`src/rtl/psum_pkg.sv`:
```
// Shared types and constants for the partial-sum accumulator.
// Optional rounding before the scale shift is enabled with ROUND_EN.
package psum_pkg;

    typedef enum logic {
        ACC  = 1'b0,
        HOLD = 1'b1
    } state_t;

    localparam int ADC_W_D = 4;
    localparam int NBITS_D = 4;
    localparam int ACC_W   = ADC_W_D + NBITS_D + 1;
    localparam int RELU_W  = 6;
    localparam int SAT_W   = 32;
    localparam int OUT_MAX = 31;
    localparam int OUT_MIN = -32;

    typedef struct packed {
        logic [RELU_W-1:0] val;
        logic              sat;
    } sat_t;

    // Clip a wide signed value into the ReLU range and report clipping.
    // Callers sign-extend their sum to SAT_W so any accumulator width fits.
    function automatic sat_t sat_clip(input logic signed [SAT_W-1:0] x);
        sat_t r;
        if (x > OUT_MAX) begin
            r.val = RELU_W'(OUT_MAX);
            r.sat = 1'b1;
        end else if (x < OUT_MIN) begin
            r.val = RELU_W'(OUT_MIN);
            r.sat = 1'b1;
        end else begin
            r.val = x[RELU_W-1:0];
            r.sat = 1'b0;
        end
        return r;
    endfunction

endpackage

```
`src/rtl/psum_sat_shift.sv`:
```
// Combinational scale (arithmetic right shift) and saturate of a final sum.
// ROUND_EN adds half an LSB before the shift (round half up) when SHIFT>0.
module psum_sat_shift
    import psum_pkg::*;
#(
    parameter int IN_W  = ACC_W,
    parameter int SHIFT = 0
) (
    input  logic [IN_W-1:0]   sum,
    output logic [RELU_W-1:0] res,
    output logic              sat
);

`ifdef ROUND_EN
    localparam int RS = (SHIFT > 0) ? SHIFT - 1 : 0;
`endif

    logic signed [IN_W:0] ext;
    logic signed [IN_W:0] rnd;
    logic signed [IN_W:0] shifted;
    sat_t                 clip;

    // one guard bit keeps the rounding add from overflowing
    always_comb begin
        ext = {sum[IN_W-1], sum};
`ifdef ROUND_EN
        rnd = (SHIFT > 0) ? ((IN_W+1)'(1) << RS) : '0;
`else
        rnd = '0;
`endif
        shifted = (ext + rnd) >>> SHIFT;
        clip    = sat_clip(SAT_W'(shifted));
        res     = clip.val;
        sat     = clip.sat;
    end

endmodule

```
`src/rtl/psum_accumulator.sv`:
```
// Shift-add accumulator of bit-serial ADC partial sums feeding the ReLU.
// Build option ROUND_EN selects round-half-up scaling in psum_sat_shift.
module psum_accumulator
    import psum_pkg::*;
#(
    parameter int ADC_W = ADC_W_D,
    parameter int NBITS = NBITS_D,
    parameter int SHIFT = 0,
    parameter int OUT_W = RELU_W
) (
    input  logic             clk,
    input  logic             rst_n,
    input  logic             clear,
    input  logic             in_valid,
    input  logic [ADC_W-1:0] in_data,
    output logic             in_ready,
    output logic             out_valid,
    input  logic             out_ready,
    output logic [OUT_W-1:0] out_data,
    output logic             sat_flag,
    output logic             busy
);

    localparam int AW = ADC_W + NBITS + 1;
    localparam int CW = (NBITS > 1) ? $clog2(NBITS) : 1;
    localparam logic [CW-1:0] LAST = CW'(NBITS - 1);

    state_t               state;
    state_t               state_nxt;
    logic [CW-1:0]        beat_cnt;
    logic signed [AW-1:0] acc;
    logic signed [AW-1:0] sx;
    logic signed [AW-1:0] term;
    logic signed [AW-1:0] final_sum;
    logic                 fire;
    logic                 last_beat;
    logic [RELU_W-1:0]    res;
    logic                 res_sat;

    assign fire      = in_valid & in_ready & ~clear;
    assign last_beat = (beat_cnt == LAST);
    assign busy      = (beat_cnt != '0);

    // weighted term for this bit plane; the MSB plane has negative weight
    always_comb begin
        sx        = AW'(signed'(in_data));
        term      = sx <<< beat_cnt;
        final_sum = last_beat ? (acc - term) : (acc + term);
    end

    psum_sat_shift #(
        .IN_W  (AW),
        .SHIFT (SHIFT)
    ) u_sat (
        .sum (final_sum),
        .res (res),
        .sat (res_sat)
    );

    // state register
    always_ff @(posedge clk or negedge rst_n) begin
        if (!rst_n) begin
            state <= ACC;
        end else begin
            state <= state_nxt;
        end
    end

    // next state: finish a frame into HOLD, leave on consumer handshake
    always_comb begin
        state_nxt = state;
        if (clear) begin
            state_nxt = ACC;
        end else begin
            unique case (state)
                ACC:  if (fire && last_beat) state_nxt = HOLD;
                HOLD: if (out_ready)         state_nxt = ACC;
                default: state_nxt = ACC;
            endcase
        end
    end

    // handshake outputs follow the state directly
    always_comb begin
        in_ready  = (state == ACC);
        out_valid = (state == HOLD);
    end

    // accumulator, beat counter and registered result
    always_ff @(posedge clk or negedge rst_n) begin
        if (!rst_n) begin
            acc      <= '0;
            beat_cnt <= '0;
            out_data <= '0;
            sat_flag <= 1'b0;
        end else if (clear) begin
            acc      <= '0;
            beat_cnt <= '0;
            out_data <= '0;
            sat_flag <= 1'b0;
        end else if (fire) begin
            if (last_beat) begin
                acc      <= '0;
                beat_cnt <= '0;
                out_data <= OUT_W'(res);
                sat_flag <= res_sat;
            end else begin
                acc      <= final_sum;
                beat_cnt <= beat_cnt + 1'b1;
            end
        end
    end

endmodule

```
`config.mk`:
```
export PLATFORM = sky130hd
export DESIGN_NAME = psum_accumulator
export DESIGN_NICKNAME = d
export VERILOG_FILES = /design/src/rtl/psum_pkg.sv /design/src/rtl/psum_sat_shift.sv /design/src/rtl/psum_accumulator.sv
export SDC_FILE = /design/constraint.sdc
export NUM_CORES = 1
export LEC_CHECK = 0
export CAP_MARGIN = 25
export CORE_UTILIZATION = 55
export DETAILED_ROUTE_END_ITERATION = 10
export GPL_ROUTABILITY_DRIVEN = 1
export PLACE_DENSITY = 0.79
export SYNTH_ARGS = -nofsm -noshare
export SYNTH_HDL_FRONTEND = slang
export SYNTH_SLANG_ARGS = --single-unit
```
`constraint.sdc`:
```
create_clock -name clk -period 10 [get_ports clk]
set_input_delay 2 -clock clk [delete_from_list [all_inputs] [get_ports clk]]
set_output_delay 2 -clock clk [all_outputs]
set_load 0.01 [all_outputs]
```
* After elaboration in Yosys (flattened, before gate mapping)
Index checks and enable logic that the tools add are counted.
** Word-level totals
- Register bits after elaboration :: 19
- Output and inout bits :: 10
- Word-level logic and storage cells :: 40
** Cells by class
- Shift-type cells :: 1
- Muxes and demuxes :: 19
- Equal/unequal tests :: 1
- Reductions and logical operators :: 5
- Order comparisons :: 2
- Bitwise logic cells :: 4
- Add/sub/neg operators :: 3
** Operator list (number)
- 9-bit two-way mux :: 4
- 6-bit two-way mux :: 3
- 7-bit two-way mux :: 2
- 9-bit adder :: 1
- 9-bit by 6-bit greater-than comparator with 1-bit output (second input constant) :: 1
- 9-bit by 6-bit < comparator with 1-bit output (second input constant) :: 1
- 4-bit by 2-bit <<< shifter with 9-bit output :: 1
- 9-bit subtractor :: 1
- 1-bit two-way mux :: 6
- 2-bit two-way mux :: 3
- 2-bit nonzero test :: 3
- 2-bit by 1-bit adder with 2-bit output (second input constant) :: 1
- 1-bit AND :: 2
- 2-bit equality test (second input constant) :: 1
- 1-bit NOT :: 2
- 1-bit case mux with 2 select lines :: 1
- 2-bit AND reduction :: 1
- 1-bit logical AND :: 1

* Longest topological paths before layout
Gate-level depths: netlist (run 1).
- Depth after elaboration :: 9
- Gate-level depth with buffers :: 17

* Modules after synthesis
A second synthesis (run 1) with hierarchy kept.
** Second synthesis, totals
- Cell total of the unflattened synthesis :: 202
- Area total of the unflattened synthesis :: 1654.1 um2
** Modules (own cells, without submodules)
- psum_accumulator :: area each 1517.7 um2, times used 1, cells each 181
- psum_sat_shift :: area each 136.4 um2, times used 1, cells each 21

* Least setup slack after synthesis (run 1)
OpenSTA, ideal clock, no wires.
- Kind :: input to register
- Start :: in in_data[3]
- End :: reg sat_flag
- Stages :: 13
- Arrival :: 4650 ps
- Required time :: 9876 ps
- Setup slack :: 5226 ps
- Setup time :: 124 ps
- Cell sequence :: buf_2 nor3_1 a21oi_4 a211oi_2 nor2_1 xnor2_1 ha_1 o21ai_1 o311ai_1 a311oi_2 xnor2_4 and2_1 o31a_1
** On the way
- Cells in the longest elaborated chain, start to end :: 9
** RTL lines
- from (decl) :: line psum_accumulator.sv:15 : input logic [ADC_W-1:0] in_data,
- 4-bit by 2-bit <<< shifter with 9-bit output * :: line psum_accumulator.sv:47 : term = sx <<< beat_cnt;
- 9-bit adder / 9-bit subtractor (equally long branches) :: line psum_accumulator.sv:48 : final_sum = last_beat ? (acc - term) : (acc + term);
- 9-bit two-way mux * :: line psum_accumulator.sv:48
- 9-bit by 6-bit < comparator with 1-bit output :: line psum_pkg.sv:30 : end else if (x < OUT_MIN) begin
- 7-bit two-way mux :: line psum_pkg.sv:30
- 7-bit two-way mux * :: line psum_pkg.sv:27 : if (x > OUT_MAX) begin
- 1-bit two-way mux * :: line psum_accumulator.sv:102 : if (last_beat) begin
- 1-bit two-way mux * :: line psum_accumulator.sv:101 : end else if (fire) begin
- 1-bit two-way mux * :: line psum_accumulator.sv:96 : end else if (clear) begin
- to (signal assigned) :: line psum_accumulator.sv:106 : sat_flag <= res_sat;
- to (decl) :: line psum_accumulator.sv:20 : output logic sat_flag,
Mark *: on every way between the ends. The rest lies on a longest branch, timed or not. The select of a mux whose other input is x is not followed.
A chain may end at the register's enable or synchronous reset.

* Worst setup path after layout (run 1)
- Start :: in in_data[0]
- End :: reg sat_flag
Same word-level chain as after synthesis.

==> reports/metrics.yaml, run 1 <==
pwr:
  irDropWorstVdd_v: 0.0001843
  static-leakage-power_nw: 0.8080
  power.sequential.fraction_pct: 25.0
  sw_frac_of_total_pct: 47.68
  clockPowerShare_pct: 9.6
  cell_internal_pwr_w: 0.0002130
  power_per_cell_area_nw_per_um2: 220.9
  pwr-share-comb_pct: 65.4
  net-switching-power_w: 0.0001941
placed_design:
  number_of_port_buffers: 18
  gpl_wtd_cong: 0.8212
  placed_wire_length_estimate_um: 2809
  post_dp_cell_area_um2: 1815
grt:
  global_route.peak_usage_layer: "met2"
  globalRouteMet3Util_pct: 5.991
  overflow_left_after_global_routing: 0
  use_met2_pct: 41.85
  grt_antenna_before_repair: 0
  grt_pass1_vias: 1355
  grt_max_degree: 20
  gr_usage_total_pct: 25.32
  grtUsageMet1_pct: 32.89
  grt_first_pass_wirelength_um: 6320
drt:
  drt-total-wl_um: 3592
  antenna_left: 0
  route.detailed.vias_per_inst: 6.212
  via_count: 1404
  initial_detailed_routing_violation_count: 84
  wire_per_inst_um: 15.89
  drt_first_pass_iters: 4
  detail_route.drc_violations: 0
critical_path:
  crit_path_from: "in_data[0]"
  destination_of_the_worst_register_to_register_timing_path: "sat_flag"
  master_of_the_slowest_instance_on_the_critical_path: "clkdlybuf4s50_1"
  arrival_ps: 5570
  worst_r2r_path_depth: 10
  regToRegSetupSlack_ps: 6290
  crit_required_ps: 10200
  critical_path.endpoint: "sat_flag"
  cpPeakStageDelay_ps: 580
  timing.rr.start: "beat_cnt[1]"
  maximum_fanout_along_the_worst_path: 6
  worstSetupPathType: "in2reg"
  setup.worst_path.end_class: "register"
  start_kind: "primary input"
  path_cells: "clkdlybuf4s50_1 -> mux2i_1 -> nor2_1 -> inv_1 -> ha_1 -> inv_1 -> nor2_1 -> a21oi_1 -> xor2_1 -> ha_1 -> a21oi_1 -> nor2b_1 -> nor3_1 -> xnor2_1 -> or3_4 -> and2_1 -> o31a_1"
yosys:
  synth_top_area_share_pct: 29.16
  mappedNetlistNets: 202
  seq_area_frac_synth_pct: 29.16
  ff_latch_count_synth: 19
  netlist_top_cells_area: "dfrtp_1 29%, ha_1 8.4%, o41ai_2 5.0%"
  synth.largest_area_cell: "dfrtp_1"
  synthesis.instances: 181
  yosys_warnings: 0
  synth_area_um2: 1630
  synth-async-reset-ratio_pct: 100.0
  synth-edff-count: 0
  post_synth_num_cell_types: 49
  syn_area_per_cell_um2: 9.007
  synthFlopType: "dfrtp_1"
timing:
  timing.final.crit_share_pct: 53.75
  max_slew_violation_total_from_the_final_report: 0
  totalNegativeSetupSlack_ps: 0
  finalCriticalPeriod_ps: 5375
  worst_clock_skew_ps: 4.341
  maximum_frequency_from_static_timing_analysis_mhz: 186.0
  final-hold-violation-count: 0
  setup_viol_count_final: 0
  slew_headroom_pct: 44.64
  worstMarginPinSlew_ps: 827.8
  unrepaired_setup_endpoints_after_global_routing: "no"
  finalHoldWorstSlack_ps: 493.4
clock_network:
  cts_tree: "built"
  number_of_gates_resized_after_cts: 0
  clk_root_buffer_cell: "clkbuf_4"
  tritoncts_buffers: 3
  post_cts.repair.setup_buffers: 0
  worst_skew_late_latency_ps: 300
  cts.path.max_buffers: 2
  number_of_levels_in_the_clock_h_tree: 1
  path_clk_slew_ps: 110
  cts.sinks: 19
  hold_buffers: 0
cells_and_area:
  numnets_final: 217
  flow.area_growth_from_synthesis_pct: 13.05
  final_layout_size_suffix_gt1_share_pct: 10.77
  post-route-util_pct: 66.26
  finalInstanceArea_um2: 1843
  fillCellCount: 215
  n_antenna_cell: 0
flow_run:
  drv_cap: 0
floorplan:
  die_x_um: 56.45
  fp-row-count: 19
  dieArea_um2: 3186
  pin_count: 19
  core_um2: 2781
  die_height_um: 56.45
  initial_core_util_pct: 58.61
worst_hold_path:
  min_path_type: "reg2reg"
outcome:
  outcome: "finished clean"
==> stage by stage <==
stage / setup slack [ps] / power [W] / cells
final: 4625 / 0.0004070 / 226
after global placement: 4482 / 0.0003586 / 222
after floorplan: 5226 / 0.0003108 / 181
after detailed placement: 4393 / 0.0003637 / 222
after CTS: 4699 / 0.0004064 / 226
after global routing: 4390 / 0.0004418 / 226
==> registers in the layout, indices dropped and copies added (netlist names) <==
register / cells
out_data: 6
out_valid: 1
acc: 9
sat_flag: 1
beat_cnt: 2
==> kinds of logic (layout without fill, tap and decap cells) <==
logic type / Yosys count / count (layout) / synth area share (%)
DFF: 19 / 19 / 29.16
and+or+nand+nor: 58 / 58 / 18.11
muxes: 5 / 5 / 3.223
buffers and inverters: 19 / 33 / 4.605
adders and majority gates: 12 / 12 / 9.670
AOI/OAI and AO/OA: 57 / 57 / 28.17
xor gates and xnor gates: 11 / 11 / 7.061
==> worst min-delay path by stage <==
stage	start	endpoint	slack, ps	cells past startpoint
after detailed placement	acc[0]	acc[0]	470	2
after global placement	acc[0]	acc[0]	470	2
after CTS	acc[0]	acc[0]	500	2
final	acc[0]	acc[0]	490	2
after floorplan	acc[0]	acc[0]	450	2
after global routing	acc[2]	acc[2]	540	1
==> metal layers <==
metal  wire, um  part of all wire, %
met3        180                  5.0
met2       1770                   49
met1       1579                   44
met4         61                  1.7
met5          0                    0
==> synth_stat cells (all sizes together), types with 5 or more instances <==
cell type and count:
a21oi 17, a22o 6, clkbuf 5, dfrtp 19
ha 11, inv 11, nand2 16, nand3b 5
nor2 18, o21ai 11, o41ai 5, xnor2 6
xor2 5
==> layout by cell type, fill, tap and decap left out, types with 2 or more instances in the layout <==
cell type and instances:
a21boi_0 2, a21o_1 2, a21oi_1 15, a22o_1 6, clkbuf_4 3, clkdlybuf4s50_1 18
dfrtp_1 19, ha_1 11, inv_1 11, mux2_2 2, mux2i_1 3, nand2_1 16
nand2b_1 3, nand3_1 2, nand3b_1 5, nor2_1 18, nor2b_1 4, nor3_1 3
o21ai_0 7, o21ai_1 3, o41ai_2 5, xnor2_1 5, xor2_1 5
==> cell type report <==
cell class	count	area, um2	share of cell area, %
tap	31	38.79	2.105
clock inverter	1	5.005	0.2716
sequential	19	475.5	25.80
inverter	11	41.29	2.240
timing repair buffer	18	180.2	9.776
clock buffer	3	22.52	1.222
multi-input combinational	143	1080	58.59
==> power groups by stage <==
stage | combinational, W | clock [W] | sequential [W]
global placement | 0.000256 | 0 | 0.000102
finish | 0.000266 | 0.0000391 | 0.000102
CTS | 0.000264 | 0.0000410 | 0.000102
detailed placement | 0.000261 | 0 | 0.000103
floorplan | 0.000213 | 0 | 0.0000976
global route | 0.000294 | 0.0000440 | 0.000103
==> worst max-delay path, delay by kind of cell <==
family                     cells  cell delay (ps)
AOI/OAI and AO/OA              3              600
and+or+nand+nor                6             1120
adders and majority gates      2              550
muxes                          1              110
buffers and inverters          3              730
xor gates and xnor gates       2              440
No activity file was read; power rests on OpenSTA's default activity.
==> inputs of run 2 (changes only) <==
Settings changed: CORE_UTILIZATION 55 to 50, PLACE_DENSITY 0.79 to 0.75.
Clock period 10 ns to 4.46 ns, I/O delays scaled along.
==> run 2 against run 1 <==
Global-route usage is 2.4 points lower. Sequential power is 120% higher. Combinational power rose by 140%. Largest cell class unchanged.
==> reports/metrics.yaml, run 2 (synthesis gave the netlist of run 1 again) <==
clock_network:
  number_of_gates_resized_after_cts: 0  # unchanged
  tritoncts_buffers: 3  # unchanged
  cts.sinks: 19  # unchanged
  number_of_levels_in_the_clock_h_tree: 1  # unchanged
  cts.path.max_buffers: 2  # unchanged
  worst_skew_late_latency_ps: 310  # was 300 ps
  path_clk_slew_ps: 110  # about the same
  clk_root_buffer_cell: "clkbuf_4"  # unchanged
  hold_buffers: 0  # unchanged
  cts_tree: "built"  # unchanged
  post_cts.repair.setup_buffers: 0  # unchanged
cells_and_area:
  numnets_final: 224  # was 217
  flow.area_growth_from_synthesis_pct: 17.27  # was 13.05%
  reg_top3: "acc (9), out_data (6), beat_cnt (2)"  # unchanged
  layout_commonest_cell: "dfrtp_1"  # unchanged
  regMostFlops: "acc"  # unchanged
  final_layout_size_suffix_gt1_share_pct: 13.86  # was 10.77%
  n_antenna_cell: 0  # unchanged
  most-common-layout-cells: "19 x dfrtp_1, 18 x nor2_1, 18 x clkdlybuf4s50_1"  # unchanged
  largest_reg_flops: 9  # unchanged
critical_path:
  master_of_the_slowest_instance_on_the_critical_path: "or4_4"  # was clkdlybuf4s50_1
  arrival_ps: 4240  # was 5570 ps
  path_cells: "clkdlybuf4s50_1 -> or4_4 -> a211oi_2 -> nor2_1 -> xnor2_1 -> ha_1 -> o21ai_1 -> o311ai_1 -> a311oi_2 -> buf_4 -> xnor2_4 -> a21oi_1 -> o41ai_2"  # was clkdlybuf4s50_1 -> mux2i_1 -> nor2_1 -> inv_1 -> ha_1 -> inv_1 -> nor2_1 -> a21oi_1 -> xor2_1 -> ha_1 -> a21oi_1 -> nor2b_1 -> nor3_1 -> xnor2_1 -> or3_4 -> and2_1 -> o31a_1
  maximum_fanout_along_the_worst_path: 9  # was 6
  cpPeakStageDelay_ps: 570  # was 580 ps
  setup.worst_path.end_class: "register"  # unchanged
  worstSetupPathType: "in2reg"  # unchanged
  cp_num_buf_inv: 2  # was 3
  crit_required_ps: 4670  # was 10200 ps
  regToRegSetupSlack_ps: 880  # was 6290 ps
  critPathTopFamily: "compound AO/OA/AOI/OAI gates"  # was simple AND/OR/NAND/NOR gates
  start_kind: "primary input"  # unchanged
drt:
  detail_route.drc_violations: 0  # unchanged
  drt_first_pass_iters: 4  # unchanged
  initial_detailed_routing_violation_count: 62  # was 84
  via_count: 1355  # was 1404
  wire_per_inst_um: 14.75  # was 15.89 um
  drt-total-wl_um: 3628  # was 3592 um
  antenna_left: 0  # unchanged
  route.detailed.vias_per_inst: 5.508  # was 6.212
grt:
  overflow_left_after_global_routing: 0  # unchanged
  grt_antenna_before_repair: 0  # unchanged
  gr_usage_total_pct: 22.96  # was 25.32%
  grt_max_degree: 20  # unchanged
  grt_first_pass_wirelength_um: 5982  # was 6320 um
  grt_pass1_vias: 1301  # was 1355
floorplan:
  pin_count: 19  # unchanged
  dieArea_um2: 3493  # was 3186 um2
  core_um2: 3078  # was 2781 um2
  initial_core_util_pct: 52.97  # was 58.61%
  die_height_um: 59.10  # was 56.45 um
  die_x_um: 59.10  # was 56.45 um
  fp-row-count: 20  # was 19
timing:
  unrepaired_setup_endpoints_after_global_routing: "no"  # unchanged
  slew_headroom_pct: 44.02  # was 44.64%
  max_slew_violation_total_from_the_final_report: 0  # unchanged
  totalNegativeSetupSlack_ps: 0  # unchanged
  maximum_frequency_from_static_timing_analysis_mhz: 247.7
  timing.final.crit_share_pct: 90.52
  post-route-worst-setup-slack_ps: 422.8  # was 4625 ps
  setup_viol_count_final: 0  # unchanged
  final-hold-violation-count: 0  # unchanged
  worstMarginPinSlew_ps: 837.1  # was 827.8 ps
  worst_clock_skew_ps: 11.11  # was 4.341 ps
  finalCriticalPeriod_ps: 4037
pwr:
  static-leakage-power_nw: 0.8419  # was 0.8080 nW
  power_per_cell_area_nw_per_um2: 502.9  # was 220.9 nW/um2
  power_w: 0.0009614  # was 0.0004070 W
  irDropWorstVdd_v: 0.0003772  # was 0.0001843 V
worst_hold_path:
  min_path_type: "reg2reg"  # unchanged
placed_design:
  number_of_port_buffers: 18  # unchanged
  gpl_wtd_cong: 0.7995  # was 0.8212
  placed_wire_length_estimate_um: 2850  # was 2809 um
  place_ws_ps: 102.8  # was 4393 ps
outcome:
  outcome: "finished clean"  # unchanged
flow_run:
  drv_cap: 0  # unchanged
-- run 2: cell types whose count changed in the layout (fill, tap and decap cells not counted), sizes merged --
cell	delta
buf	+7
-- run 2: final timing paths --
path	startpoint	end	cells after the start
setup / recovery	in_data[1]	out_data[4]	13
hold / removal	acc[0]	acc[0]	2
setup reg to reg	beat_cnt[1]	out_data[4]	13
hold reg to reg	acc[0]	acc[0]	2
max in group asynchronous	rst_n	out_data[4]	1
min in group asynchronous	rst_n	beat_cnt[1]	1
-- run 2: worst reg2reg max path: stages (launching register included) --
cell and delay [ps]:
dfrtp_1 610, nand2_1 150, or4_4 450, a211oi_2 230, nor2_1 80, xnor2_1 230
ha_1 280, o21ai_1 280, o311ai_1 160, a311oi_2 250, buf_4 170, xnor2_4 170
a21oi_1 140, o41ai_2 290
-- run 2: per-layer routing --
metal  wire [um]  up-vias  part of all wire, %  global-route usage, %
li1            -      692                    -                      -
met1        1763      636                   49                  31.41
met2        1696       21                   47                  36.85
met3         115        6                  3.2                  4.585
met4          52        0                  1.4                  6.463
met5           0        -                    0                      0
-- run 2: area by class of cell --
| class | count | area [um2] |
|---|---|---|
| clock inverters | 1 | 5.005 |
| well taps | 44 | 55.05 |
| repair buffers | 25 | 232.7 |
| clock buffers | 3 | 22.52 |
| multi-input cells | 143 | 1080 |
| inverters | 11 | 41.29 |
| fillers | 284 | 1166 |
| flip-flops and latches | 19 | 475.5 |
-- run 2: power by group --
group | leakage (nW) | internal, W | switching [W] | total [W]
registers | 0.258 | 0.000200 | 0.0000282 | 0.000229
logic | 0.566 | 0.000282 | 0.000361 | 0.000644
clock network | 0.0177 | 0.0000336 | 0.0000557 | 0.0000893
-- run 2: stage by stage --
step	hold WS [ps]	instance area (um2)	cells	util (%)
after floorplan	449.8	1630	181	-
after global routing	544.8	1912	246	62.11
final	515.1	1912	246	62.11
after detailed placement	490.2	1884	242	61.22
after global placement	466.3	1884	242	61.22
after CTS	517.1	1912	246	62.11
==> inputs of run 3 (changes only) <==
--- a/config.mk
+++ b/config.mk
@@ -11,2 +11,4 @@
 export GPL_ROUTABILITY_DRIVEN = 1
+export GPL_TIMING_DRIVEN = 0
+export HOLD_SLACK_MARGIN = 0.03
 export PLACE_DENSITY = 0.75
==> constraint.sdc (replaced) <==
create_clock -name clk -period 4.46 [get_ports clk]
set_input_delay 0.446 -clock clk [delete_from_list [all_inputs] [get_ports clk]]
set_output_delay 0.446 -clock clk [all_outputs]
set_load 0.01 [all_outputs]
==> run 3 against run 2 <==
Via count rose by 2.7%. Combinational power fell by 7.0%. First-iteration DRC count rose by 56%. Sequential share of layout area rose by 0.53 points.
==> reports/metrics.yaml, run 3 (synthesis gave the netlist of run 1 again) <==
critical_path:
  master_of_the_slowest_instance_on_the_critical_path: "or4_4"  # unchanged
  crit_required_ps: 4640  # was 4670 ps
  setup.worst_path.end_class: "register"  # unchanged
  cpPeakStageDelay_ps: 580  # was 570 ps
  worstSetupPathType: "in2reg"  # unchanged
  path_cells: "clkdlybuf4s50_1 -> or4_4 -> a211oi_2 -> nor2_1 -> xnor2_1 -> ha_1 -> o21ai_1 -> o311ai_1 -> a311oi_2 -> xnor2_4 -> a31oi_4 -> o41ai_2"  # was clkdlybuf4s50_1 -> or4_4 -> a211oi_2 -> nor2_1 -> xnor2_1 -> ha_1 -> o21ai_1 -> o311ai_1 -> a311oi_2 -> buf_4 -> xnor2_4 -> a21oi_1 -> o41ai_2
  arrival_ps: 3970  # was 4240 ps
  start_kind: "primary input"  # unchanged
  maximum_fanout_along_the_worst_path: 9  # unchanged
flow_run:
  drv_cap: 0  # unchanged
timing:
  setup_viol_count_final: 0  # unchanged
  worstMarginPinSlew_ps: 864.9  # was 837.1 ps
  unrepaired_setup_endpoints_after_global_routing: "no"  # unchanged
  timing.final.crit_share_pct: 85.14  # was 90.52%
  worst_clock_skew_ps: 10.28  # was 11.11 ps
  max_slew_violation_total_from_the_final_report: 0  # unchanged
  finalCriticalPeriod_ps: 3797  # was 4037 ps
  totalNegativeSetupSlack_ps: 0  # unchanged
  maximum_frequency_from_static_timing_analysis_mhz: 263.3  # was 247.7 MHz
  slew_headroom_pct: 42.16  # was 44.02%
  final-hold-violation-count: 0  # unchanged
cells_and_area:
  final_layout_size_suffix_gt1_share_pct: 11.44  # was 13.86%
  n_antenna_cell: 0  # unchanged
  most-common-layout-cells: "19 x dfrtp_1, 18 x nor2_1, 16 x nand2_1, 16 x clkdlybuf4s50_1, 15 x a21oi_1"  # was 19 x dfrtp_1, 18 x nor2_1, 18 x clkdlybuf4s50_1
  reg_top3: "acc (9), out_data (6), beat_cnt (2)"  # unchanged
  post-route-util_pct: 60.81  # was 62.11%
  largest_reg_flops: 9  # unchanged
  regMostFlops: "acc"  # unchanged
  flow.area_growth_from_synthesis_pct: 14.81  # was 17.27%
  layout_commonest_cell: "dfrtp_1"  # unchanged
  numnets_final: 223  # was 224
pwr:
  power_w: 0.0009101  # was 0.0009614 W
  static-leakage-power_nw: 0.8174  # was 0.8419 nW
  irDropWorstVdd_v: 0.0003759  # was 0.0003772 V
  power_per_cell_area_nw_per_um2: 486.2  # was 502.9 nW/um2
clock_network:
  cts.sinks: 19  # unchanged
  number_of_gates_resized_after_cts: 0  # unchanged
  post_cts.repair.setup_buffers: 0  # unchanged
  hold_buffers: 0  # unchanged
  path_clk_slew_ps: 110  # about the same
  tritoncts_buffers: 3  # unchanged
  cts_tree: "built"  # unchanged
  number_of_levels_in_the_clock_h_tree: 1  # unchanged
  worst_skew_late_latency_ps: 310  # about the same
  cts.path.max_buffers: 2  # unchanged
  clk_root_buffer_cell: "clkbuf_4"  # unchanged
grt:
  grt_max_degree: 20  # unchanged
  gr_usage_total_pct: 22.89  # was 22.96%
  global_route.peak_usage_layer: "met2"  # unchanged
  grt_antenna_before_repair: 0  # unchanged
  grt_first_pass_wirelength_um: 6016  # was 5982 um
  overflow_left_after_global_routing: 0  # unchanged
  globalRouteMet3Util_pct: 5.240  # was 4.585%
  grt_pass1_vias: 1376  # was 1301
  use_met2_pct: 38.31  # was 36.85%
  grtUsageMet1_pct: 29.44  # was 31.41%
drt:
  via_count: 1392  # was 1355
  route.detailed.vias_per_inst: 5.682  # was 5.508
  antenna_left: 0  # unchanged
  drt-total-wl_um: 3566  # was 3628 um
  drt_first_pass_iters: 4  # unchanged
  detail_route.drc_violations: 0  # unchanged
  initial_detailed_routing_violation_count: 97  # was 62
  wire_per_inst_um: 14.56  # was 14.75 um
worst_hold_path:
  min_path_type: "reg2reg"  # unchanged
floorplan:
  die_x_um: 59.10  # unchanged
  dieArea_um2: 3493  # unchanged
  pin_count: 19  # unchanged
  die_height_um: 59.10  # unchanged
  fp-row-count: 20  # unchanged
  core_um2: 3078  # unchanged
  initial_core_util_pct: 52.97  # unchanged
placed_design:
  placed_wire_length_estimate_um: 2707  # was 2850 um
  gpl_wtd_cong: 0.9054  # was 0.7995
  number_of_port_buffers: 16  # was 18
outcome:
  outcome: "finished clean"  # unchanged
run 3: cell count changes in the layout (fill, tap and decap cells not counted):
| cell | before | now |
|---|---|---|
| buf_2 | 0 | 3 |
| clkinv_2 | 1 | 0 |
| buf_4 | 7 | 0 |
| clkbuf_1 | 0 | 6 |
| clkdlybuf4s50_1 | 18 | 16 |
run 3: area by class of cell:
cell class              count  area [um2]
fillers                   270        1206
multi-input cells         143        1080
flip-flops and latches     19       475.5
repair buffers             16       160.2
well taps                  44       55.05
inverters                  11       41.29
plain buffers               8       33.78
clock buffers               4       26.28
run 3: worst max-delay path, delay by kind of cell:
family	cells	cell delay (ps)
XOR/XNOR	2	360
adder cells (fa/ha/maj)	1	340
AO/OA/AOI/OAI	6	1650
buffers and inverters	1	500
AND/OR/NAND/NOR	2	670
run 3: power breakdown:
part	leakage (nW)	total [W]	internal, W	switching (W)
Combinational	0.544	0.000599	0.000243	0.000355
Sequential	0.258	0.000221	0.000200	0.0000205
Clock	0.0150	0.0000907	0.0000349	0.0000558
Total	0.817	0.000910	0.000478	0.000432
run 3: metrics by stage:
| step | worst slack [ps] | hold WS, ps | area, um2 | instances |
|---|---|---|---|---|
| after floorplan | 1165 | 150.4 | 1630 | 181 |
| after global placement | 480.8 | 461.4 | 1846 | 241 |
| after detailed placement | 386.4 | 480.5 | 1846 | 241 |
| after CTS | 699.1 | 506.3 | 1872 | 245 |
| after global routing | 504.6 | 542.0 | 1872 | 245 |
| final | 662.7 | 505.4 | 1872 | 245 |
run 3: routing by layer:
layer / part of all wire (%) / routed length (um) / vias to the layer above
li1: - / - / 691
met1: 46 / 1655 / 658
met2: 48 / 1725 / 36
met3: 3.8 / 136 / 7
met4: 1.3 / 48 / 0
met5: 0 / 0 / -
run 3: worst paths after layout:
| path | startpoint | end | slack, ps | cells after the start |
|---|---|---|---|---|
| worst max-delay path | in_data[2] | out_data[2] | 660 | 12 |
| worst min-delay path | acc[0] | acc[0] | 510 | 2 |
| worst max register to register | beat_cnt[0] | out_data[2] | 770 | 16 |
| worst min register to register | acc[0] | acc[0] | 510 | 2 |
| max in group asynchronous | rst_n | out_data[0] | 3300 | 1 |
| min in group asynchronous | rst_n | beat_cnt[1] | 620 | 1 |
